`src/rtl/mips_pkg.sv`:
```
// Shared definitions for the MIPS memory path: word width, mem_port state
// encoding and the default access timeout.
package mips_pkg;

   localparam int unsigned WORD_W              = 32;
   localparam int unsigned MEM_TIMEOUT_DEFAULT = 255;

   typedef enum logic [1:0] {
      MP_IDLE = 2'd0,
      MP_REQ  = 2'd1,
      MP_DONE = 2'd2
   } mp_state_e;

   function automatic logic [WORD_W-1:0] word_align(input logic [WORD_W-1:0] addr);
      return {addr[WORD_W-1:2], 2'b00};
   endfunction

endpackage

```
`src/rtl/mem_timeout_ctr.sv`:
```
// Counts REQ-state cycles; expired is high during the CYCLES-th counted cycle.
// Used by mem_port only when MEM_TIMEOUT_EN is defined.
module mem_timeout_ctr #(
   parameter int unsigned CYCLES = 255
) (
   input  logic clk,
   input  logic rst_n,
   input  logic clr,
   input  logic en,
   output logic expired
);

   localparam int unsigned CNT_W = $clog2(CYCLES + 1);

   logic [CNT_W-1:0] cnt_q;

   assign expired = (cnt_q == CNT_W'(CYCLES - 1));

   // Saturating cycle counter, restarted on every new access.
   always_ff @(posedge clk) begin
      if (!rst_n) begin
         cnt_q <= '0;
      end else if (clr) begin
         cnt_q <= '0;
      end else if (en && !expired) begin
         cnt_q <= cnt_q + CNT_W'(1);
      end else begin
         cnt_q <= cnt_q;
      end
   end

endmodule

```
`src/rtl/mem_port.sv`:
```
// Multi-cycle memory port between the control unit and a ready-handshaked memory.
// Optional access timeout with sticky mem_err under `define MEM_TIMEOUT_EN.
module mem_port
   import mips_pkg::*;
#(
   parameter int unsigned TIMEOUT_CYCLES = MEM_TIMEOUT_DEFAULT
) (
   input  logic              clk,
   input  logic              rst_n,
   input  logic              IorD,
   input  logic              MemWrite,
   input  logic              IRWrite,
   input  logic [WORD_W-1:0] pc,
   input  logic [WORD_W-1:0] alu_out,
   input  logic [WORD_W-1:0] wdata,
   output logic [WORD_W-1:0] mem_addr,
   output logic [WORD_W-1:0] mem_wdata,
   output logic              mem_we,
   output logic              mem_req,
   input  logic              mem_ready,
   input  logic [WORD_W-1:0] mem_rdata,
   output logic [WORD_W-1:0] instr,
   output logic [WORD_W-1:0] data,
   output logic              stall,
   output logic              mem_err
);

   mp_state_e         state_q;
   logic [WORD_W-1:0] addr_q;
   logic [WORD_W-1:0] wdata_q;
   logic [WORD_W-1:0] instr_q;
   logic [WORD_W-1:0] data_q;
   logic              fetch_q;
   logic              we_q;
   logic              req_q;

   logic              acc_s;
   logic              expired_s;
   logic [WORD_W-1:0] addr_d;
   logic              fetch_d;
   logic              we_d;

   // Access decode; a simultaneous fetch wins over a data access and never writes.
   always_comb begin
      acc_s   = IRWrite | IorD;
      fetch_d = IRWrite;
      we_d    = MemWrite & IorD & ~IRWrite;
      addr_d  = word_align((IorD && !IRWrite) ? alu_out : pc);
   end

   // Access FSM with the captured request and the instruction/data registers.
   always_ff @(posedge clk) begin
      if (!rst_n) begin
         state_q <= MP_IDLE;
         addr_q  <= '0;
         wdata_q <= '0;
         instr_q <= '0;
         data_q  <= '0;
         fetch_q <= 1'b0;
         we_q    <= 1'b0;
         req_q   <= 1'b0;
      end else begin
         case (state_q)
            MP_IDLE: begin
               if (acc_s) begin
                  state_q <= MP_REQ;
                  req_q   <= 1'b1;
                  addr_q  <= addr_d;
                  fetch_q <= fetch_d;
                  we_q    <= we_d;
                  wdata_q <= wdata;
               end else begin
                  state_q <= MP_IDLE;
               end
            end
            MP_REQ: begin
               if (mem_ready) begin
                  state_q <= MP_DONE;
                  req_q   <= 1'b0;
                  if (!we_q) begin
                     if (fetch_q) begin
                        instr_q <= mem_rdata;
                     end else begin
                        data_q  <= mem_rdata;
                     end
                  end else begin
                     instr_q <= instr_q;
                  end
               end else if (expired_s) begin
                  state_q <= MP_DONE;
                  req_q   <= 1'b0;
               end else begin
                  state_q <= MP_REQ;
               end
            end
            MP_DONE: begin
               state_q <= MP_IDLE;
               req_q   <= 1'b0;
            end
            default: begin
               state_q <= MP_IDLE;
               req_q   <= 1'b0;
            end
         endcase
      end
   end

   // The control unit may only advance in the DONE cycle of an access.
   assign stall     = acc_s & (state_q != MP_DONE);
   assign mem_req   = req_q;
   assign mem_we    = we_q & req_q;
   assign mem_addr  = addr_q;
   assign mem_wdata = wdata_q;
   assign instr     = instr_q;
   assign data      = data_q;

`ifdef MEM_TIMEOUT_EN
   logic err_q;
   logic ctr_clr_s;
   logic ctr_en_s;

   assign ctr_clr_s = (state_q == MP_IDLE) & acc_s;
   assign ctr_en_s  = (state_q == MP_REQ);

   mem_timeout_ctr #(
      .CYCLES (TIMEOUT_CYCLES)
   ) u_timeout_ctr (
      .clk     (clk),
      .rst_n   (rst_n),
      .clr     (ctr_clr_s),
      .en      (ctr_en_s),
      .expired (expired_s)
   );

   // Sticky abort flag, cleared only by reset.
   always_ff @(posedge clk) begin
      if (!rst_n) begin
         err_q <= 1'b0;
      end else if ((state_q == MP_REQ) && !mem_ready && expired_s) begin
         err_q <= 1'b1;
      end else begin
         err_q <= err_q;
      end
   end

   assign mem_err = err_q;
`else
   assign expired_s = 1'b0;
   assign mem_err   = 1'b0;
`endif

endmodule

```
`config.mk`:
```
export PLATFORM = sky130hd
export DESIGN_NAME = mem_port
export DESIGN_NICKNAME = d
export VERILOG_FILES = /design/src/rtl/mips_pkg.sv /design/src/rtl/mem_timeout_ctr.sv /design/src/rtl/mem_port.sv
export SDC_FILE = /design/constraint.sdc
export NUM_CORES = 1
export LEC_CHECK = 0
export ABC_AREA = 1
export BUFFER_PORTS_ARGS = -buffer_cell sky130_fd_sc_hd__buf_4
export CAP_MARGIN = 5
export CORE_ASPECT_RATIO = 0.75
export CORE_MARGIN = 2
export CORE_UTILIZATION = 35
export DETAILED_ROUTE_END_ITERATION = 10
export PLACE_DENSITY_LB_ADDON = 0.3
export SLEW_MARGIN = 20
export SYNTH_ARGS = -nofsm -noshare
export SYNTH_HDL_FRONTEND = slang
export SYNTH_SLANG_ARGS = --single-unit
```
`constraint.sdc`:
```
create_clock -name clk -period 1.3 [get_ports clk]
set_input_delay 0.26 -clock clk [delete_from_list [all_inputs] [get_ports clk]]
set_output_delay 0.26 -clock clk [all_outputs]
set_load 0.02 [all_outputs]
```
# [Word level (Yosys, flattened, before mapping)]
# Index checks and enable logic that the tools add are counted.
[word_totals] in_bits=134 output_inout_bits=132 word_cells=34 ff_bits=131
[classes] bitwise=8 eq_ne=4 n_reduce_logical=7 n_mux=7
[ops] cell="32-bit two-way mux" n=1
[ops] cell="4-bit AND reduction" n=2
[ops] cell="2-bit != test, second input constant" n=3
[ops] cell="1-bit AND" n=4
[ops] cell="2-bit one-hot mux with 2 select lines" n=1
[ops] cell="2-bit AND reduction" n=2
[ops] cell="1-bit two-way mux" n=3
[ops] cell="1-bit NOT" n=3
[ops] cell="2-bit by 1-bit == test with 1-bit output, second input constant" n=1
[ops] cell="2-bit logical NOT" n=1
[ops] cell="2-bit two-way mux" n=1
[ops] cell="1-bit one-hot mux with 2 select lines" n=1
[ops] cell="1-bit logical AND" n=1
[ops] cell="1-bit logical NOT" n=1
[ops] cell="1-bit OR" n=1

# [Longest topological paths before layout]
# Gate-level depths: netlist of run 1.
[logic_depth] word_depth=3 mapped_depth=7

# [Worst setup path after synthesis of run 1]
# Ideal clock, no wire load.
[synth_timing] path_kind="register to register" startpoint="register state_q[0]" endpoint="register data_q[23] (netlist: data[23])" path_stages_with_launch=7 slack_ns=0.161 required_time_ns=1.187 arrival_ns=1.026 setup_ns=0.113 cell_sequence="dfxtp_1 > nand3_4 > nor2_8 > buf_6 > nand2_1 > nand2_1 > nor2_1"
[synth_between] elab_chain_cells=2
[synth_rtl] item="start: declaration" line="mem_port.sv:28" text="mp_state_e state_q;"
[synth_rtl] item="start signal: assignment" line="mem_port.sv:54" text="state_q <= MP_IDLE;"
[synth_rtl] item="start signal: assignment" line="mem_port.sv:66" text="state_q <= MP_REQ;"
[synth_rtl] item="start signal: assignment" line="mem_port.sv:73" text="state_q <= MP_IDLE;"
[synth_rtl] item="2-bit by 1-bit == test with 1-bit output" line="mem_port.sv:63" text="case (state_q)"
[synth_rtl] item="4-bit AND reduction (no line)"
[synth_rtl] item="end signal: assignment" line="mem_port.sv:84" text="data_q <= mem_rdata;"
[synth_rtl] item="end: declaration" line="mem_port.sv:32" text="logic [WORD_W-1:0] data_q;"
# Every way passes these cells.
# A chain may end at the register's enable or synchronous reset.

# [Final worst setup path of run 1]
[layout_timing] startpoint="register state_q[0]" endpoint="output stall"
[layout_between] elab_chain_cells=2
[layout_rtl] item="2-bit != test" line="mem_port.sv:109" text="assign stall = acc_s & (state_q != MP_DONE);"
[layout_rtl] item="1-bit AND" line="mem_port.sv:109"
[layout_rtl] item="end: declaration" line="mem_port.sv:24" text="output logic stall,"
# Every way passes these cells.

==> results of run 1 <==
per-stage QoR:
stage               area, um^2  setup TNS (ns)  instances
finish                    8550         -0.0209       1347
global route              8550           -4.10       1347
CTS                       8350         -0.0334       1336
detailed placement        7770               0       1304
global placement          7770               0       1304
floorplan                 5650               0        869
worst max path at each step:
| stage | end | slack, ns | depth (start not counted) |
|---|---|---|---|
| 6_report | stall | -0.02 | 3 |
| 5_1_grt | stall | -0.08 | 3 |
| 4_1_cts | stall | -0.03 | 3 |
| 3_5_place_dp | mem_wdata[27] | 0.04 | 6 |
| 3_3_place_gp | mem_wdata[29] | 0.04 | 6 |
| 2_1_floorplan | data[23] | 0.16 | 6 |
metal layers:
metal | wire length [um] | part of all wire, % | track usage (%)
met1 | 6920 | 45 | 20.5
met2 | 6810 | 44 | 26.8
met3 | 1550 | 10 | 7.64
met4 | 170 | 1.1 | 5.61
met5 | 0 | 0 | 0
cell usage after synthesis:
master      n
buf_2       8
inv_1      98
nand4_1     1
nand3_1     1
nor2_1    285
buf_4       6
o21ai_2     1
o21ai_0    32
inv_2       2
dfxtp_1   131
o21ai_1     2
conb_1      1
clkbuf_2    3
clkbuf_1   12
nor2_8      2
buf_6      15
nand3_4     1
a21oi_1     4
nor2_2      1
nand2_1   256
buf_1       4
nor2_4      1
layout make-up:
class	count	area share [%]
flip-flops and latches	131	30.7
repair buffers	284	27.9
multi-input cells	590	27.4
clock buffers	19	5.06
inverters	100	4.39
well taps	210	3.07
clock inverters	13	1.51
placed cells by master, fill, tap and decap left out:
cell type and instances:
dfxtp_1 127, clkbuf_1 2, dfxtp_2 3, a21oi_1 3, inv_2 2, inv_1 98
nand3_1 1, conb_1 3, inv_8 1, bufinv_16 1, inv_6 3, buf_8 1
nor2_1 285, buf_6 5, dfxtp_4 1, nor2_4 1, o21ai_1 2, nand4_1 1
clkinvlp_4 4, buf_12 11, clkinv_4 3, clkinv_2 1, clkbuf_16 22, o21ai_0 32
nand3_4 1, buf_4 262, nand2_1 255, o21ai_4 1, nor2_8 2, nor2_2 1
nand2_2 1, a21oi_2 1
sequential cells by signal (all words and copies together) (netlist names):
| signal | flops |
|---|---|
| data | 32 |
| fetch_q | 1 |
| instr | 32 |
| mem_addr | 30 |
| mem_req | 1 |
| mem_wdata | 32 |
| state_q | 2 |
| we_q | 1 |
repair_timing:
| item | in CTS | in global routing |
|---|---|---|
| setup endpoints to repair | 2 | 90 |
| setup buffers | 1 | 3 |
| gates resized for setup | 7 | 3 |
| endpoints found under the hold margin | 0 | 0 |
| pin swaps | 0 | 2 |
| gates cloned | 0 | 8 |
kinds of logic (layout without fill, tap and decap cells):
kind of cell | count (synthesis) | in the layout | share of synthesized area (%)
buffers and inverters | 148 | 416 | 12.5
other | 1 | 3 | 0.0664
AOI/OAI and AO/OA | 39 | 39 | 3.52
DFF | 131 | 131 | 46.4
and+or+nand+nor | 548 | 548 | 37.5
critical path, cell delays in order (launching register included):
cell	delay, ns
dfxtp_4	0.35
inv_2	0.04
a21oi_2	0.13
buf_6	0.14
where the power goes:
part | total (mW) | switching [mW] | internal [mW] | leakage (nW)
combinational | 2.45 | 1.35 | 1.10 | 3.21
clock | 4.57 | 1.91 | 2.66 | 0.262
sequential | 4.51 | 0.164 | 4.35 | 1.08
total | 11.5 | 3.41 | 8.12 | 4.55
==> impl_metrics.toml, run 1 <==
[cells_and_area]
drive_gt1_share_pct = 28.8
regArea_mm2 = 0.00263
multi_input_area_mm2 = 0.00234
area_growth_pct = 51.5
final_nets = 1258
final_util_pct = 53.8
antenna_cells = 0
nFillCells = 1617

[hold_path]
hold_class = "primary input to flip-flop"
hold_start = "wdata[23]"
min_to = "mem_wdata[23]"
hold_path_depth = 3

[power_and_ir_drop]
p_leak_nw = 4.55
ir_drop_uv = 789
p_per_area_mw_per_mm2 = 1350
power.total_mw = 11.5

[clocking]
root_buffer = "clkbuf_16"
cts_hold_buf = 0
cts_tree = "done"
clk_latency_ns = 0.41
cts_buffers = 17
clock-sinks = 131
clockBufferDepth = 2
path_clk_slew_ns = 0.06
htree_levels = 4

[flow_run]
drv_cap = 0

[drt]
via_per_inst = 4.22
drtAntennaViolNets = 0
wl_per_cell_um = 11.5
vias = 5691
drtPass1Iterations = 4
drcViolationCount = 0
drt-total-wl_um = 15500
drt-initial-drc-count = 249

[worst_setup_path]
timing.reg2reg.setup_slack_ns = 0
ff2ff_path_depth = 7
r2r-start = "state_q[0]"
critPathMaxFanout = 3
regToRegEndpoint = "instr[1]"
path_class = "flip-flop to primary output"
startpoint = "state_q[0]"
endpoint_kind = "primary output"
critPathArrivalTime_ns = 1.06
start_kind = "flip-flop"
cp.required_ns = 1.04

[floorplan]
coreArea_mm2 = 0.0159
die_x_um = 151
die_h_um = 114
rows = 40
initial_utilization_pct = 35.5
num_io_pins = 266
dieArea_mm2 = 0.0172

[global_routing]
grt_max_degree = 61
grt_pass1_wl_um = 23300
antenna_found_initial = 0
grt_usage_pct = 16.9
grt_pass1_vias = 5008
overflow = 0

[sta]
holdWs_ns = 0.0700
min_period_ns = 1.32
hold_viol = 0
rsz0062_at_grt = "true"
fmax_mhz = 757
fin_skew_ns = 0.00691
finalCritPeriodShare_pct = 102
drv_slew = 0
setup_violations = 2
finalWorstSetupSlack_ns = -0.0207

[yosys]
ys_ff_latch = 131
synth_cell_type_count = 22
netlist_area_mm2 = 0.00565
yosys_warnings = 0
synth_top_area_cell = "dfxtp_1"
synth_area_per_cell_um2 = 6.51
ys_seq_area_share_pct = 46.4
synthCells = 867
synth_top_area_share_pct = 46.4
post_synth_main_area_contributors = "dfxtp_1 (46%), nor2_1 (19%), nand2_1 (17%)"

[placement]
place_hpwl_um = 10200
numPortBuffers = 258
pre_cts_slack_ns = 0.0396
finalWeightedCongestion = 0.762

[outcome]
status = "finished with violations"
violations = "setup timing"
(Power assumes the default switching activity.)
==> inputs of run 2 (changes only) <==
--- a/constraint.sdc
+++ b/constraint.sdc
@@ -3,2 +3,2 @@
 set_output_delay 0.26 -clock clk [all_outputs]
-set_load 0.02 [all_outputs]
+set_load 0.01 [all_outputs]
==> run 2 against run 1 <==
The run now ends clean. Non-clock buffer count decreased by 4. Sequential share of layout area rose by 0.25 points. Combinational power shrank 12%. Clock-buffer cell count stayed put. Global-route usage hardly changed. Sequential cell count is the same.
==> impl_metrics.toml, run 2 (synthesized netlist as in run 1, its figures left out) <==
[outcome]
status = "completed"

[cells_and_area]
final_nets = 1254
area_growth_pct = 50.3
final_util_pct = 53.3
layout_commonest_cell = "nor2_1"
drive_gt1_share_pct = 28.8
mostFrequentLayoutCells = "nor2_1 (284), buf_4 (263), nand2_1 (254), dfxtp_1 (127), inv_1 (98)"
final_area_mm2 = 0.00848
antenna_cells = 0

[placement]
numPortBuffers = 258
place_hpwl_um = 10200
place_area_mm2 = 0.00777
finalWeightedCongestion = 0.762

[clocking]
cts_hold_buf = 0
path_clk_slew_ns = 0.06
clk_latency_ns = 0.41
cts_buffers = 17
clockBufferDepth = 2
clock-sinks = 131
htree_levels = 4
root_buffer = "clkbuf_16"
cts_tree = "done"

[floorplan]
initial_utilization_pct = 35.5
die_h_um = 114
dieArea_mm2 = 0.0172
coreArea_mm2 = 0.0159
num_io_pins = 266
rows = 40
die_x_um = 151

[drt]
drtPass1Iterations = 4
drt-total-wl_um = 15100
vias = 5609
drt-initial-drc-count = 205
drtAntennaViolNets = 0
wl_per_cell_um = 11.2
drcViolationCount = 0
via_per_inst = 4.18

[worst_setup_path]
critPathMaxFanout = 3
endpoint_kind = "primary output"
start_kind = "flip-flop"
path_class = "flip-flop to primary output"
critPathArrivalTime_ns = 1.03
cp.required_ns = 1.04

[sta]
finalCritPeriodShare_pct = 99.4
min_period_ns = 1.29
fmax_mhz = 774
hold_viol = 0
drv_slew = 0
rsz0062_at_grt = "true"
tns_ns = 0
fin_skew_ns = 0.00691
setup_violations = 0

[global_routing]
antenna_found_initial = 0
grt_pass1_wl_um = 23200
grt_max_degree = 61
overflow = 0
grt_pass1_vias = 4997
grt_usage_pct = 16.9

[hold_path]
hold_class = "primary input to flip-flop"

[power_and_ir_drop]
p_per_area_mw_per_mm2 = 1320
ir_drop_uv = 790
p_leak_nw = 4.51
power.total_mw = 11.2

[flow_run]
drv_cap = 0
[run 2: final timing paths]
kind	startpoint	endpoint	slack, ns	cells after the start
worst max-delay path	state_q[0]	stall	0.007	3
worst max register to register	state_q[0]	instr[20]	0.007	8
worst min-delay path	wdata[23]	mem_wdata[23]	0.07	3
worst min register to register	instr[8]	instr[8]	0.48	2
[run 2: cell type report]
type / instances / area, um^2
clock inverters: 13 / 129
flip-flops and latches: 131 / 2630
clock buffers: 19 / 433
repair buffers: 280 / 2300
inverters: 100 / 375
multi-input cells: 590 / 2350
fillers: 1626 / 7430
well taps: 210 / 263
[run 2: metrics by stage]
| step | setup WS, ns | std cells | hold slack, ns |
|---|---|---|---|
| 2_1_floorplan | 0.161 | 869 | 0.395 |
| 3_3_place_gp | 0.0396 | 1304 | 0.464 |
| 3_5_place_dp | 0.0396 | 1304 | 0.472 |
| 4_1_cts | -0.0143 | 1336 | 0.0447 |
| 5_1_grt | -0.0619 | 1343 | 0.0572 |
| 6_report | 0.00741 | 1343 | 0.0695 |
[run 2: layer usage]
layer  vias up  track usage (%)  part of all wire (%)
met5         -                0                     0
met4         0             5.61                   1.1
met3        16             7.64                    10
met2       166             26.7                    44
met1      2401             20.5                    44
li1       3026                -                     -
[run 2: where the power goes]
| part | switching (mW) | internal [mW] | leakage [nW] |
|---|---|---|---|
| sequential | 0.163 | 4.35 | 1.08 |
| clock | 1.90 | 2.66 | 0.262 |
| combinational | 1.09 | 1.07 | 3.17 |
[run 2: timing repair]
| item | in CTS | in global routing |
|---|---|---|
| gates cloned | 0 | 4 |
| resized for setup | 6 | 5 |
| buffers inserted | 1 | 3 |
| endpoints found under the setup margin | 2 | 90 |
| pin swaps | 0 | 0 |
[run 2: worst max-delay path: stages (launching register included)]
cell and delay, ns:
dfxtp_4 0.35, inv_2 0.04, a21oi_2 0.10, buf_4 0.14
